File: src/rtl/index_demux_dataless.sv
// Dataless 1-to-SIZE demux: each control token goes to the output named by the next queued index.
// Optional sticky out-of-range flag when the INDEX_CHECK_EN macro is defined.
module index_demux_dataless #(
    parameter int SIZE       = 2,
    parameter int INDEX_TYPE = 1,
    parameter int FIFO_DEPTH = 4
) (
    input  logic                  clk,
    input  logic                  rst,
    input  logic                  ins_valid,
    output logic                  ins_ready,
    input  logic [INDEX_TYPE-1:0] index,
    input  logic                  index_valid,
    output logic                  index_ready,
    output logic [SIZE-1:0]       outs_valid,
    input  logic [SIZE-1:0]       outs_ready,
    output logic                  err
);

    localparam int PTR_W = (FIFO_DEPTH > 1) ? $clog2(FIFO_DEPTH) : 1;
    localparam int CNT_W = $clog2(FIFO_DEPTH) + 1;
    localparam logic [CNT_W-1:0] FULL     = CNT_W'(FIFO_DEPTH);
    localparam logic [PTR_W-1:0] LAST_PTR = PTR_W'(FIFO_DEPTH - 1);

    typedef enum logic {
        EMPTY = 1'b0,
        HELD  = 1'b1
    } state_t;

    logic [INDEX_TYPE-1:0] mem_q [FIFO_DEPTH];
    logic [PTR_W-1:0]      wr_ptr_q, wr_ptr_d;
    logic [PTR_W-1:0]      rd_ptr_q, rd_ptr_d;
    logic [CNT_W-1:0]      count_q, count_d;
    state_t                state_q, state_d;
    logic [INDEX_TYPE-1:0] sel_q, sel_d;

    logic                  out_v;
    logic                  ready_sel;
    logic                  drain;
    logic                  fire;
    logic                  push;
    logic [INDEX_TYPE-1:0] head;

    assign out_v       = (state_q == HELD);
    assign head        = mem_q[rd_ptr_q];
    assign index_ready = !rst && (count_q != FULL);
    assign push        = index_valid && index_ready;
    assign drain       = out_v && ready_sel;
    assign ins_ready   = !rst && (count_q != '0) && (!out_v || drain);
    assign fire        = ins_valid && ins_ready;

    // An out-of-range sel matches no output, so its ready defaults to 1 and the token drops.
    always_comb begin
        ready_sel = 1'b1;
        for (int k = 0; k < SIZE; k++) begin
            if (sel_q == INDEX_TYPE'(k)) ready_sel = outs_ready[k];
        end
    end

    always_comb begin
        outs_valid = '0;
        for (int k = 0; k < SIZE; k++) begin
            outs_valid[k] = !rst && out_v && (sel_q == INDEX_TYPE'(k));
        end
    end

    always_comb begin
        state_d = state_q;
        sel_d   = sel_q;
        if (fire) begin
            state_d = HELD;
            sel_d   = head;
        end else if (drain) begin
            state_d = EMPTY;
        end
    end

    always_comb begin
        wr_ptr_d = wr_ptr_q;
        rd_ptr_d = rd_ptr_q;
        count_d  = count_q;
        if (push) wr_ptr_d = (wr_ptr_q == LAST_PTR) ? '0 : wr_ptr_q + 1'b1;
        if (fire) rd_ptr_d = (rd_ptr_q == LAST_PTR) ? '0 : rd_ptr_q + 1'b1;
        if (push && !fire)      count_d = count_q + 1'b1;
        else if (fire && !push) count_d = count_q - 1'b1;
    end

    always_ff @(posedge clk) begin
        if (rst) begin
            wr_ptr_q <= '0;
            rd_ptr_q <= '0;
            count_q  <= '0;
            state_q  <= EMPTY;
            sel_q    <= '0;
        end else begin
            wr_ptr_q <= wr_ptr_d;
            rd_ptr_q <= rd_ptr_d;
            count_q  <= count_d;
            state_q  <= state_d;
            sel_q    <= sel_d;
        end
    end

    // Storage needs no reset: only entries between the pointers are ever read.
    always_ff @(posedge clk) begin
        if (push) mem_q[wr_ptr_q] <= index;
    end

`ifdef INDEX_CHECK_EN
    localparam logic [INDEX_TYPE:0] SIZE_W = SIZE[INDEX_TYPE:0];
    logic err_q;

    always_ff @(posedge clk) begin
        if (rst) begin
            err_q <= 1'b0;
        end else if (fire && ({1'b0, head} >= SIZE_W)) begin
            err_q <= 1'b1;
        end
    end

    assign err = err_q;
`else
    assign err = 1'b0;
`endif

endmodule
File: config.mk
export PLATFORM = sky130hd
export DESIGN_NAME = index_demux_dataless
export DESIGN_NICKNAME = d
export VERILOG_FILES = /design/src/rtl/index_demux_dataless.sv
export SDC_FILE = /design/constraint.sdc
export NUM_CORES = 1
export LEC_CHECK = 0
export BUFFER_PORTS_ARGS = -buffer_cell sky130_fd_sc_hd__buf_2
export CELL_PAD_IN_SITES_DETAIL_PLACEMENT = 1
export CELL_PAD_IN_SITES_GLOBAL_PLACEMENT = 1
export CORE_UTILIZATION = 42
export CTS_CLUSTER_DIAMETER = 150
export DETAILED_ROUTE_END_ITERATION = 12
export GPL_TIMING_DRIVEN = 1
export PLACE_DENSITY = 0.81
export SYNTH_ARGS = -nofsm -noshare
export SYNTH_HDL_FRONTEND = slang
export SYNTH_SLANG_ARGS = --single-unit
File: constraint.sdc
create_clock -name clk -period 2.8 [get_ports clk]
set_input_delay 0.14 -clock clk [delete_from_list [all_inputs] [get_ports clk]]
set_output_delay 0.14 -clock clk [all_outputs]
set_load 0.005 [all_outputs]
Word level (Yosys, flattened, before mapping) --
Memories as Yosys holds them, arrays and structs flattened. A register that Yosys moved wholly into a read port is not among the register bits. Cells that the tools add are included.
Storage, ports and cells: memory bits (writable) 4, logic and storage cells 41, latch bits 0, flip-flop bits (word level) 8, output and inout port bits 5, input bits 7, memories kept 1, ROM bits 0
Memories:
- mem_q | words 4, bits a word 1, rd ports 1, clocked after memory_dff 1, write ports 1, RTL line 30 | logic [INDEX_TYPE-1:0] mem_q [FIFO_DEPTH];
Cells by class: equal/unequal tests 3, div/mod/pow operators 0, shift-type cells 0, muxes and demuxes 9, reductions and logical operators 19, add/subtract/negate cells 4, $mul 0, $lt $le $gt $ge 0, bitwise operators 1
Operator list (count):
- $logic_and A1 B1 Y1 | 11
- $mux W3 | 2
- $mux W1 | 5
- $add A2 B1 Y2 const B | 2
- $eq A2 B2 Y1 const B | 2
- $logic_not A1 Y1 | 4
- $mux W2 | 2
- $reduce_bool A2 Y1 | 2
- $add A3 B1 Y3 const B | 1
- $ne A3 B3 Y1 const B | 1
- $reduce_bool A3 Y1 | 1
- $sub A3 B1 Y3 const B | 1
- $logic_or A1 B1 Y1 | 1
- $not A1 Y1 | 1

Longest topological paths before layout --
depth in word-level cells 8, depth in mapped cells 9, mapped depth without buffers 9

Worst setup path before layout --
No wires, ideal clock.
path type reg2reg, from reg count_q[0], to reg count_q[2], path buffers 0, library setup time 71 ps, data required time 2729 ps, arrival time 2069 ps, period minus slack after synthesis 2140 ps, slack 660 ps, stages on the path, launching flop included 9, cell sequence dfxtp_1 nor2_1 a211oi_4 ha_1 inv_1 fa_1 xor2_1 or3_1 a21oi_1
Between the ends: elaborated cells on any way between the ends 16, classes of those cells add/sub (2); eq/ne (1); mux (2); reduce/logical (11)
RTL lines:
- start, declared | RTL line 33 | logic [CNT_W-1:0] count_q, count_d;
- start signal, assigned | RTL line 98 | count_q <= count_d;
- $ne A3 B3 Y1 (*) | RTL line 46 | assign index_ready = !rst && (count_q != FULL);
- $logic_and A1 B1 Y1 (*) | RTL line 46
- $logic_and A1 B1 Y1 (*) | RTL line 47 | assign push = index_valid && index_ready;
- net push | RTL line 41 | logic push;
- $logic_not A1 Y1 | RTL line 85 | else if (fire && !push) count_d = count_q - 1'b1;
- $logic_and A1 B1 Y1 | RTL line 85
- $reduce_bool A2 Y1 (no line)
Mark *: on every way through the listed nets, which the timed path passes. The rest lies on a longest branch. The select of a mux whose other input is x is not followed. A chain may end at the register's enable or synchronous reset.

Worst setup path after layout --
Same ends and word-level chain as after synthesis.

==> impl_metrics.json <==
{
  "die_height_um": 44.39,
  "hold_viol_final": 0,
  "rows": 14,
  "maximum_vdd_ir_drop_mv": 0.4602,
  "postSynthRegisterBits": 13,
  "first_global_vias": 472,
  "cp_data_arrival_time_ps": 2590,
  "criticalPathCategory": "register to register",
  "cts_buffers": 3,
  "firstDrtPassIters": 1,
  "routed-via-count": 506,
  "globalplace.congestion": 0.7471,
  "syn_avg_cell_area_um2": 11.10,
  "outcome": "finished clean",
  "layout-area-overhead-vs-synth_pct": 12.60,
  "cts_root_buf": "sky130_fd_sc_hd__clkbuf_4",
  "pin_count_of_the_biggest_net_entering_global_routing": 15,
  "sequential_area_share_after_synthesis_pct": 39.80,
  "worst-r2r-setup-slack_ps": 420,
  "worstHoldPathCells": 1,
  "yosysWarnings": 0,
  "clock-skew-final_ps": 7.558,
  "chipWidth_um": 44.39,
  "dpl.hpwl_um": 912.9,
  "detail-route-antenna-nets": 0,
  "yosys-mux-area-fraction_pct": 12.60,
  "gr-usage-all-layers_pct": 14.79,
  "core_area_um2": 1594,
  "post_cts_resize_count": 0,
  "synth-main-ff-cell": "sky130_fd_sc_hd__dfxtp_1",
  "num-nets-final": 95,
  "layout_worst_path_cycle_share_pct": 84.83,
  "synth.most_common_cell": "sky130_fd_sc_hd__dfxtp_1",
  "clk-insertion-delay-late_ps": 280,
  "fmax_mhz": 421.0,
  "synthesis.nets": 82,
  "die_area_um2": 1970,
  "worst-path-max-fanout": 7,
  "start_util_pct": 47.33,
  "io_pins": 12,
  "worst_r2r_path_depth": 8,
  "post_drt_wl_per_cell_um": 11.66,
  "synth_top_family_by_area": "simple AND/OR/NAND/NOR gates",
  "avgViaCountPerCell": 4.865,
  "synth_simple_gate_area_share_pct": 16.09,
  "final.setup.tns_ps": 0,
  "async_reset_ff_share_pct": 0,
  "numPlacedInstances": 100,
  "htreeDepth": 1,
  "antennaDiodeCount": 0,
  "min-delay-start": "index",
  "complex_gate_fraction_of_the_synthesized_area_pct": 11.11,
  "area_of_the_mapped_netlist_um2": 754.5,
  "fillCellCount": 187,
  "grt_setup_unrepaired": "no",
  "timing.final.max_slew_violations": 0,
  "seqCellArea_um2": 300.3,
  "xor_xnor_fraction_of_synth_area_pct": 2.322,
  "finalWirelength_mm": 1.213,
  "number_of_port_buffers": 10,
  "instances_no_fill": 104,
  "antenna_violations_before_repair": 0,
  "timing.hold.worst_endpoint": "mem_q[1]",
  "p_leak_nw": 0.3868,
  "drc_errors": 0,
  "postSynthCellCount": 68,
  "worstSetupEndpointType": "register",
  "cap_violations": 0,
  "cts_num_sinks": 13,
  "multi_input_logic_area_um2": 416.7,
  "post_synth_main_area_contributors": "sky130_fd_sc_hd__dfxtp_1 (24%), sky130_fd_sc_hd__edfxtp_1 (16%), sky130_fd_sc_hd__ha_1 (10%)",
  "hold_class": "input pin to register",
  "synthDominantCellAreaShare_pct": 23.88,
  "rr_startpoint": "count_q[0]",
  "synth.cells.most_frequent": "sky130_fd_sc_hd__dfxtp_1 (9), sky130_fd_sc_hd__nor2_1 (8), sky130_fd_sc_hd__ha_1 (6), sky130_fd_sc_hd__inv_1 (6)",
  "detailedRoute.firstIterationViolations": 0,
  "tritoncts_clock_tree": "built",
  "timing.rr.end": "count_q[2]",
  "cts.repair_timing.setup_buffer_count": 0,
  "layout-drive-gt1-share_pct": 31.25,
  "worstSetupStartpointType": "register",
  "synth_area_leader_cell": "sky130_fd_sc_hd__dfxtp_1",
  "power_density_nw_per_um2": 789.1,
  "postCtsHoldBufs": 0,
  "ys_types": 31,
  "path_clk_slew_ps": 90,
  "synth_edf_count": 4,
  "period_minus_slack_ps": 2375,
  "crit_required_ps": 3020,
  "synth_adder_area_share_pct": 12.60,
  "grt_pass1_wl_mm": 2.070,
  "ctsLongestPathBuffers": 2,
  "globalRouteOverflowTotal": 0,
  "setup_viol_count_final": 0
}
[logic make-up after synthesis]
group,count (synthesis)
and+or+nand+nor,20
DFF,13
AOI/OAI and AO/OA,9
buffers and inverters,9
adders and majority gates,7
muxes,7
xor gates and xnor gates,2
other,1
[per-layer routing]
| metal | GRT usage, % | part of all wire, % | vias to the layer above |
|---|---|---|---|
| met1 | 18.44 | 49 | 237 |
| met4 | 9.091 | 2.8 | 0 |
| met3 | 3.673 | 2.6 | 4 |
| li1 | - | - | 256 |
| met5 | 0 | 0 | - |
| met2 | 22.94 | 45 | 9 |
[cells in the final DEF, fill, tap and decap left out, types with 2 or more instances in the layout]
master                     instances
sky130_fd_sc_hd__dfxtp_1           9
sky130_fd_sc_hd__xor2_1            2
sky130_fd_sc_hd__mux2i_1           2
sky130_fd_sc_hd__mux2_2            2
sky130_fd_sc_hd__edfxtp_1          4
sky130_fd_sc_hd__nor2b_1           2
sky130_fd_sc_hd__and2_1            4
sky130_fd_sc_hd__ha_1              6
sky130_fd_sc_hd__buf_2            10
sky130_fd_sc_hd__clkbuf_4          3
sky130_fd_sc_hd__mux2_4            2
sky130_fd_sc_hd__nor2_1            8
sky130_fd_sc_hd__inv_1             6
sky130_fd_sc_hd__a21oi_1           2
[flip-flops by register name, indices dropped and copies added, names as in the netlist]
register and count:
mem_q 4, out_v 1, count_q 3, wr_ptr_q 2
rd_ptr_q 2, sel_q 1
[worst max-delay path, cell delays in order (launching register included)]
cell and delay (ps):
sky130_fd_sc_hd__dfxtp_1 470, sky130_fd_sc_hd__nor2_1 130, sky130_fd_sc_hd__a211oi_4 390, sky130_fd_sc_hd__ha_1 250
sky130_fd_sc_hd__inv_1 60, sky130_fd_sc_hd__fa_1 370, sky130_fd_sc_hd__xor2_1 170, sky130_fd_sc_hd__or3_1 330
sky130_fd_sc_hd__a21oi_1 160
[area by class of cell]
cell class	count	area share, %
clock buffers	4	3.093
inverters	7	3.093
multi-input cells	46	49.04
flip-flops and latches	13	35.35
well taps	24	3.535
repair buffers	10	5.891
[power by group]
group	leakage, nW	internal, mW	switching, mW
Sequential	0.110	0.239	0.0596
Combinational	0.262	0.134	0.118
Clock	0.0150	0.0553	0.0648
[stage by stage]
stage	setup slack (ps)	hold slack (ps)	cell area (µm²)	power (mW)	util, %
after global routing	248.8	64.33	849.6	0.7203	53.30
final	424.7	66.34	849.6	0.6704	53.30
after detailed placement	460.2	358.3	823.3	0.5540	51.65
after floorplan	660.2	238.9	754.5	0.4935	-
after CTS	391.0	59.57	849.6	0.6805	53.30
after global placement	501.1	354.6	823.3	0.5464	51.65
[worst max-delay path by stage]
stage | from | slack (ps) | end | cells past startpoint
after global routing | sel_q | 250 | count_q[2] | 9
final | count_q[0] | 420 | count_q[2] | 8
after detailed placement | count_q[0] | 460 | count_q[2] | 8
after global placement | count_q[0] | 500 | count_q[2] | 8
after CTS | count_q[0] | 390 | count_q[2] | 8
after floorplan | count_q[0] | 660 | count_q[2] | 8
(Power assumes the default switching activity.)
